--- config.mk ---
export PLATFORM = sky130hd
export DESIGN_NAME = switch_ctrl_front
export DESIGN_NICKNAME = d
export VERILOG_FILES = /design/src/rtl/switch_ctrl_pkg.sv /design/src/rtl/switch_debounce.sv /design/src/rtl/switch_ctrl_front.sv
export SDC_FILE = /design/constraint.sdc
export NUM_CORES = 1
export LEC_CHECK = 0
export ABC_AREA = 1
export CORE_MARGIN = 1.5
export CORE_UTILIZATION = 35
export DETAILED_ROUTE_END_ITERATION = 8
export PLACE_DENSITY = 0.55
export SLEW_MARGIN = 15
export SYNTH_ARGS = -nofsm -noshare
export SYNTH_HDL_FRONTEND = slang
export SYNTH_SLANG_ARGS = --single-unit
--- constraint.sdc ---
create_clock -name clk -period 1.5 [get_ports clk]
set_clock_uncertainty 0.15 [all_clocks]
set_input_delay 0.3 -clock clk [delete_from_list [all_inputs] [get_ports clk]]
set_output_delay 0.3 -clock clk [all_outputs]
set_load 0.05 [all_outputs]
--- src/rtl/switch_ctrl_pkg.sv ---
// Shared definitions for the switch control front-end.
//   state_t     - FSM encoding (idle / request outstanding / core running)
//   CH_*        - channel indices of the default four-channel build
//   cnt_width() - width of a debounce counter for a given stable-cycle count
package switch_ctrl_pkg;

   typedef enum logic [1:0] {
      StIdle = 2'd0,
      StReq  = 2'd1,
      StRun  = 2'd2
   } state_t;

   localparam int unsigned CH_RED   = 0;
   localparam int unsigned CH_GREEN = 1;
   localparam int unsigned CH_BLUE  = 2;
   localparam int unsigned CH_TRAN  = 3;

   function automatic int unsigned cnt_width(input int unsigned cycles);
      return $clog2(cycles + 1);
   endfunction

endpackage

--- src/rtl/switch_debounce.sv ---
// Single-bit conditioner: SYNC_STAGES-deep synchroniser followed by a
// debounce counter. The debounced output only follows the synchronised input
// after it has differed for DEBOUNCE_CYCLES consecutive cycles.
// Ports:
//   clk  - system clock
//   rst  - asynchronous active-low reset
//   raw  - unsynchronised switch input
//   db   - registered debounced value
module switch_debounce
   import switch_ctrl_pkg::*;
#(
   parameter int unsigned SYNC_STAGES     = 2,
   parameter int unsigned DEBOUNCE_CYCLES = 16
) (
   input  logic clk,
   input  logic rst,
   input  logic raw,
   output logic db
);

   localparam int unsigned CW = cnt_width(DEBOUNCE_CYCLES);

   logic [SYNC_STAGES-1:0] sync_q;
   logic                   synced;
   logic [CW-1:0]          cnt_q, cnt_d;
   logic                   db_d;

   always_ff @(posedge clk or negedge rst) begin
      if (!rst) begin
         sync_q <= '0;
      end else begin
         sync_q <= {sync_q[SYNC_STAGES-2:0], raw};
      end
   end

   assign synced = sync_q[SYNC_STAGES-1];

   // The increment that would reach DEBOUNCE_CYCLES commits the new value
   // instead, so the counter itself never holds DEBOUNCE_CYCLES.
   always_comb begin
      cnt_d = cnt_q;
      db_d  = db;
      if (synced == db) begin
         cnt_d = '0;
      end else if (cnt_q == CW'(DEBOUNCE_CYCLES - 1)) begin
         db_d  = synced;
         cnt_d = '0;
      end else begin
         cnt_d = cnt_q + CW'(1);
      end
   end

   always_ff @(posedge clk or negedge rst) begin
      if (!rst) begin
         cnt_q <= '0;
         db    <= 1'b0;
      end else begin
         cnt_q <= cnt_d;
         db    <= db_d;
      end
   end

endmodule

--- src/rtl/switch_ctrl_front.sv ---
// Control front-end between board switches and the vector processor core.
// Conditions every switch bit, turns the debounced start switch into a start
// event, latches a configuration word and runs a req/ack/done handshake.
// Ports:
//   clk          - system clock
//   rst          - asynchronous active-low reset
//   ch_switches  - raw channel switches, ch0 in LSBs
//   gtype_switch - raw filter-type switch
//   start_switch - raw start switch
//   start_ack    - core accepted the start request (level)
//   core_done    - one-cycle pulse at end of a core run
//   sw_db        - live debounced {gtype, channels}
//   cfg_word     - {gtype, channels} captured at the accepted start event
//   start_req    - start request to the core, held until acknowledged
//   busy         - high while a request or run is outstanding
//   overrun      - sticky: start event arrived while busy
module switch_ctrl_front
   import switch_ctrl_pkg::*;
#(
   parameter int unsigned N_CH            = 4,
   parameter int unsigned CH_W            = 2,
   parameter int unsigned SYNC_STAGES     = 2,
   parameter int unsigned DEBOUNCE_CYCLES = 16,
   parameter int unsigned START_MODE      = 0
) (
   input  logic                 clk,
   input  logic                 rst,
   input  logic [N_CH*CH_W-1:0] ch_switches,
   input  logic                 gtype_switch,
   input  logic                 start_switch,
   input  logic                 start_ack,
   input  logic                 core_done,
   output logic [N_CH*CH_W:0]   sw_db,
   output logic [N_CH*CH_W:0]   cfg_word,
   output logic                 start_req,
   output logic                 busy,
   output logic                 overrun
);

   localparam int unsigned SW_W = N_CH * CH_W + 1;
   localparam int unsigned NUM  = SW_W + 1;

   logic [NUM-1:0] raw_vec;
   logic [NUM-1:0] db_vec;
   logic           start_db;
   logic           start_prev;
   logic           start_evt;
   state_t         state;

   assign raw_vec = {start_switch, gtype_switch, ch_switches};

   for (genvar i = 0; i < NUM; i++) begin : g_db
      switch_debounce #(
         .SYNC_STAGES     (SYNC_STAGES),
         .DEBOUNCE_CYCLES (DEBOUNCE_CYCLES)
      ) u_db (
         .clk (clk),
         .rst (rst),
         .raw (raw_vec[i]),
         .db  (db_vec[i])
      );
   end

   assign sw_db    = db_vec[SW_W-1:0];
   assign start_db = db_vec[SW_W];

   // Mode 0 fires on the rising edge only; mode 1 on either edge.
   assign start_evt = (START_MODE != 0) ? (start_db ^ start_prev)
                                        : (start_db & ~start_prev);

   always_ff @(posedge clk or negedge rst) begin
      if (!rst) begin
         state      <= StIdle;
         start_prev <= 1'b0;
         cfg_word   <= '0;
         start_req  <= 1'b0;
         busy       <= 1'b0;
         overrun    <= 1'b0;
      end else begin
         start_prev <= start_db;
         case (state)
            StIdle: begin
               if (start_evt) begin
                  cfg_word  <= sw_db;
                  start_req <= 1'b1;
                  busy      <= 1'b1;
                  state     <= StReq;
               end
            end
            StReq: begin
               if (start_evt) overrun <= 1'b1;
               if (start_ack) begin
                  start_req <= 1'b0;
                  state     <= StRun;
               end
            end
            StRun: begin
               // A late start_ack is irrelevant here; core_done ends the run and
               // a coincident start event is only flagged, never re-armed.
               if (start_evt) overrun <= 1'b1;
               if (core_done) begin
                  busy  <= 1'b0;
                  state <= StIdle;
               end
            end
            default: begin
               start_req <= 1'b0;
               busy      <= 1'b0;
               state     <= StIdle;
            end
         endcase
      end
   end

endmodule

# After elaboration in Yosys (flattened, before gate mapping)
# Index checks and enable logic that the tools add are counted.
[totals] out_inout_bits=21 wordCells=131 reg_bits=95 inputBits=14
[classes] add_sub_neg=10 n_bitwise=14 n_reduce_logical=17 n_eq_ne=25 n_mux=29
[ops] cell="$mux W5" n=20
[ops] cell="$add A5 B1 Y5 const B" n=10
[ops] cell="$eq A5 B4 Y1 const B" n=10
[ops] cell="$reduce_and A2 Y1" n=12
[ops] cell="$not A1 Y1" n=13
[ops] cell="$eq A1 B1 Y1" n=10
[ops] cell="$reduce_and A3 Y1" n=3
[ops] cell="$mux W2" n=3
[ops] cell="$ne A2 B2 Y1 const B" n=3
[ops] cell="$pmux W1 S3" n=2
[ops] cell="$pmux W2 S3" n=1
[ops] cell="$mux W1" n=3
[ops] cell="$eq A2 B1 Y1 const B" n=1
[ops] cell="$eq A2 B2 Y1 const B" n=1
[ops] cell="$logic_not A2 Y1" n=1
[ops] cell="$reduce_or A2 Y1" n=1
[ops] cell="$and A1 B1 Y1" n=1

# Depth between registers and ports, before layout
[logic_depth] ltp_word=4 mapped_depth=7 depth_no_buf=6

# By module
# A second synthesis with hierarchy kept.
[unflattened] hier_cells=428 area_unflattened_um2=3930.0
[modules_own_cells] module="switch_debounce" cells_per_inst=35 seq_area_each_um2=200.2 area_per_inst_um2=322.8 n_inst=10
[modules_own_cells] module="switch_ctrl_front" cells_per_inst=78 seq_area_each_um2=375.4 area_per_inst_um2=701.9 n_inst=1

# Worst setup path after synthesis
# OpenSTA, ideal clock, no wires.
[synth_timing] kind="register to register" startpoint="register state[0]" endpoint="register cfg_word[7]" required_time_ns=1.231 setup_ns=0.119 stages_incl_launch_ff=7 path_slack_ns=0.142 arrival_ns=1.090 path_buffers=1 period_less_slack_ns=1.358 cell_sequence="dfrtp_1 inv_1 ha_1 nand2_4 buf_6 nand2_2 o21ai_2"
[synth_between] elab_chain_len=2
[synth_rtl] item="start: declaration" line_no="switch_ctrl_front.sv:48" text="state_t state;"
[synth_rtl] item="start signal: assignment" line_no="switch_ctrl_front.sv:73" text="state <= StIdle;"
[synth_rtl] item="start signal: assignment" line_no="switch_ctrl_front.sv:87" text="state <= StReq;"
[synth_rtl] item="start signal: assignment" line_no="switch_ctrl_front.sv:94" text="state <= StRun;"
[synth_rtl] item="$logic_not A2 Y1" line_no="switch_ctrl_front.sv:81" text="case (state)"
[synth_rtl] item="$reduce_and A2 Y1 (no source line)"
[synth_rtl] item="end signal: assignment" line_no="switch_ctrl_front.sv:84" text="cfg_word <= sw_db;"
[synth_rtl] item="end: declaration" line_no="switch_ctrl_front.sv:34" text="output logic [N_CH*CH_W:0] cfg_word,"
# No other way between the ends.
# A chain may end at the register's enable or synchronous reset.

# Worst setup path after layout
[layout_timing] startpoint="register g_db[8].u_db.db" endpoint="output sw_db[8]"
[layout_lines] item="start: declaration" line_no="switch_debounce.sv:18" text="output logic db"
[layout_lines] item="start signal: assignment" line_no="switch_debounce.sv:56" text="db <= 1'b0;"
[layout_lines] item="start signal: assignment" line_no="switch_debounce.sv:59" text="db <= db_d;"
[layout_lines] item="end: declaration" line_no="switch_ctrl_front.sv:33" text="output logic [N_CH*CH_W:0] sw_db,"
# No word-level cell between the ends.

==> reports/results.ini <==
[floorplan]
fp.dieArea_mm2=0.0118
num_rows=38
boundaryPins=35
die_y_um=109
start_util_pct=36.0
die_w_um=109
core_area_mm2=0.0109

[synth]
ys_seq_area_share_pct=60.7
syn_inst=414
syn_nets=443
syn_avg_cell_area_um2=9.46
synth_warnings=0
synth.distinct_cells=18
syn-cell-area_mm2=0.00392
yosys_register_bits=95

[grt]
grt_remaining_overflow=0
track_usage_pct=12.0
grt_max_degree=66
grt_pass1_vias=2524
grt_antenna_before_repair=0
grt_pass1_wl_um=11100

[clock_tree]
clock_sinks=95
clk_pin_slew_ns=0.10
worstSkewPairLatency_ns=0.35
tritoncts=yes
cts_root_buffer=clkbuf_8
numCtsBuffers=9
cts.htree.levels=3
max-clock-path-buffers=2

[route]
route.met3.wl_um=189
drt-initial-drc-count=78
drc_errors=0
dr.pass1.iters=4
met1_length_um=3020
wl_per_cell_um=10.6
wl_met2_um=3110
ant_nets=0
viasPerCell=4.43
top_layer_used=met4
drt_wl_total_um=6430
vias=2685

[critical_path]
critPathCaptureType=output port
setup.worst_path.class=reg2out
path_buf_inv=1
arrival_ns=0.99
slowest_delay_ns=0.47
r2r_slack_ns=0.12
cp-start-kind=flip-flop
r2r_start=g_db[6].u_db.cnt_q[0]
r2r_cells=6
slowest_stage=dfrtp_2
path_delay_family=flip-flops
crit_chain=buf_12
path_max_fanout=5
reg2reg_to=g_db[6].u_db.cnt_q[3]
crit_required_ns=1.05

[worst_hold_path]
min_path_type=reg2reg
min_from=g_db[1].u_db.sync_q[0]
holdPathStages=0
worstHoldEndpoint=g_db[1].u_db.sync_q[1]

[sta]
min_period_over_period_pct=95.9
hold_viol_final=0
setup_viol=0
slew_headroom_pct=75.0
period_minus_slack_ns=1.44
max_freq_ghz=0.695
slew_violations=0
setup_slack_ns=0.0614
worstMarginPinSlew_ns=0.376

[place]
pre_cts_slack_ns=0.0182
io_buffers=34
gp_congestion=0.792
dp.final_hpwl_um=4570
placedCellCount=580

[run]
cap_violations=0

[final_layout]
syn2layout_area_growth_pct=25.6
layout-drive-gt1-share_pct=14.8
layout.nets=490
final_common_cell=dfrtp_1
mostFrequentLayoutCells=dfrtp_1 (94), nand2_1 (77), nor2_1 (76), inv_1 (56), buf_12 (22)
n_antenna_cell=0
fill_cells=1043
fin_cells=606

[power_and_ir_drop]
vdd_drop_max_mv=0.632
p_per_area_mw_per_mm2=1070
p_leak_uw=0.00239

[run_status]
status=finished clean

## flip-flops by register name (all words and copies together) (netlist names)
signal,flops
g_db.u_db.sync_q,20
state,2
start_prev,1
g_db.u_db.db,10
cfg_word,9
overrun,1
g_db.u_db.cnt_q,50
start_req,1
busy,1
## routing by layer
metal / up-vias / GRT usage (%)
li1: 1384 / -
met1: 1258 / 15.3
met2: 31 / 19.9
met3: 12 / 2.33
met4: 0 / 5.36
met5: - / 0
## area by class of cell
type,count,area [µm²],share of cell area [%]
clock buffers,9,124,2.52
inverters,57,214,4.35
multi-input cells,252,1270,25.9
repair buffers,46,653,13.3
well taps,140,175,3.56
clock inverters,7,100,2.04
flip-flops and latches,95,2380,48.4
## power by group
part	internal (µW)	switching, µW	total [µW]
Clock	961	919	1880
Combinational	273	358	631
Sequential	2680	84.7	2760
Total	3910	1360	5270
## worst max path at each step
| stage | start | endpoint | cells after the start |
|---|---|---|---|
| finish | g_db[8].u_db.db | sw_db[8] | 1 |
| global route | g_db[7].u_db.cnt_q[0] | g_db[7].u_db.cnt_q[0] | 6 |
| CTS | state[1] | cfg_word[5] | 5 |
| detailed placement | state[1] | cfg_word[4] | 5 |
| global placement | core_done | state[1] | 6 |
| floorplan | state[0] | cfg_word[7] | 6 |
## synthesized netlist by cell type
master	instances	area, µm²
dfrtp_1	95	2380
nand2_1	79	297
nor2_1	78	293
inv_1	56	210
nor3_1	19	95.1
o21ai_0	18	90.1
ha_1	15	188
nand3_1	15	75.1
nand4_1	13	81.3
buf_4	9	67.6
o21ai_2	8	70.1
nand2_2	2	12.5
xor2_1	2	17.5
a31o_2	1	8.76
buf_6	1	11.3
inv_2	1	3.75
nand2_4	1	11.3
xnor2_1	1	8.76
## timing repair
item                                   in CTS  in global routing
hold buffers                                1                  0
buffers inserted                            0                  9
setup endpoints to repair                   0                 26
gates resized for setup                     0                 11
endpoints found under the hold margin      95                  0
## cells by family after synthesis
logic type	count (synthesis)	synth area share [%]
flops	95	60.7
simple gates	207	22.1
buf+inv	67	7.47
compound gates	27	4.31
xor+xnor	3	0.671
fa+ha+maj	15	4.79
## through the flow
step	instance area, µm²	total power [µW]	setup TNS (ns)	hold WS (ns)	utilization (%)
after floorplan	3920	3140	0	-0.146	-
after global placement	4590	3300	0	0.181	42.2
after detailed placement	4590	3340	0	0.182	42.2
after CTS	4820	5230	0	0.208	44.3
after global routing	4920	5550	-0.0159	0.214	45.2
final	4920	5270	0	0.205	45.2
Note: power is estimated with default switching activity, not from simulation.
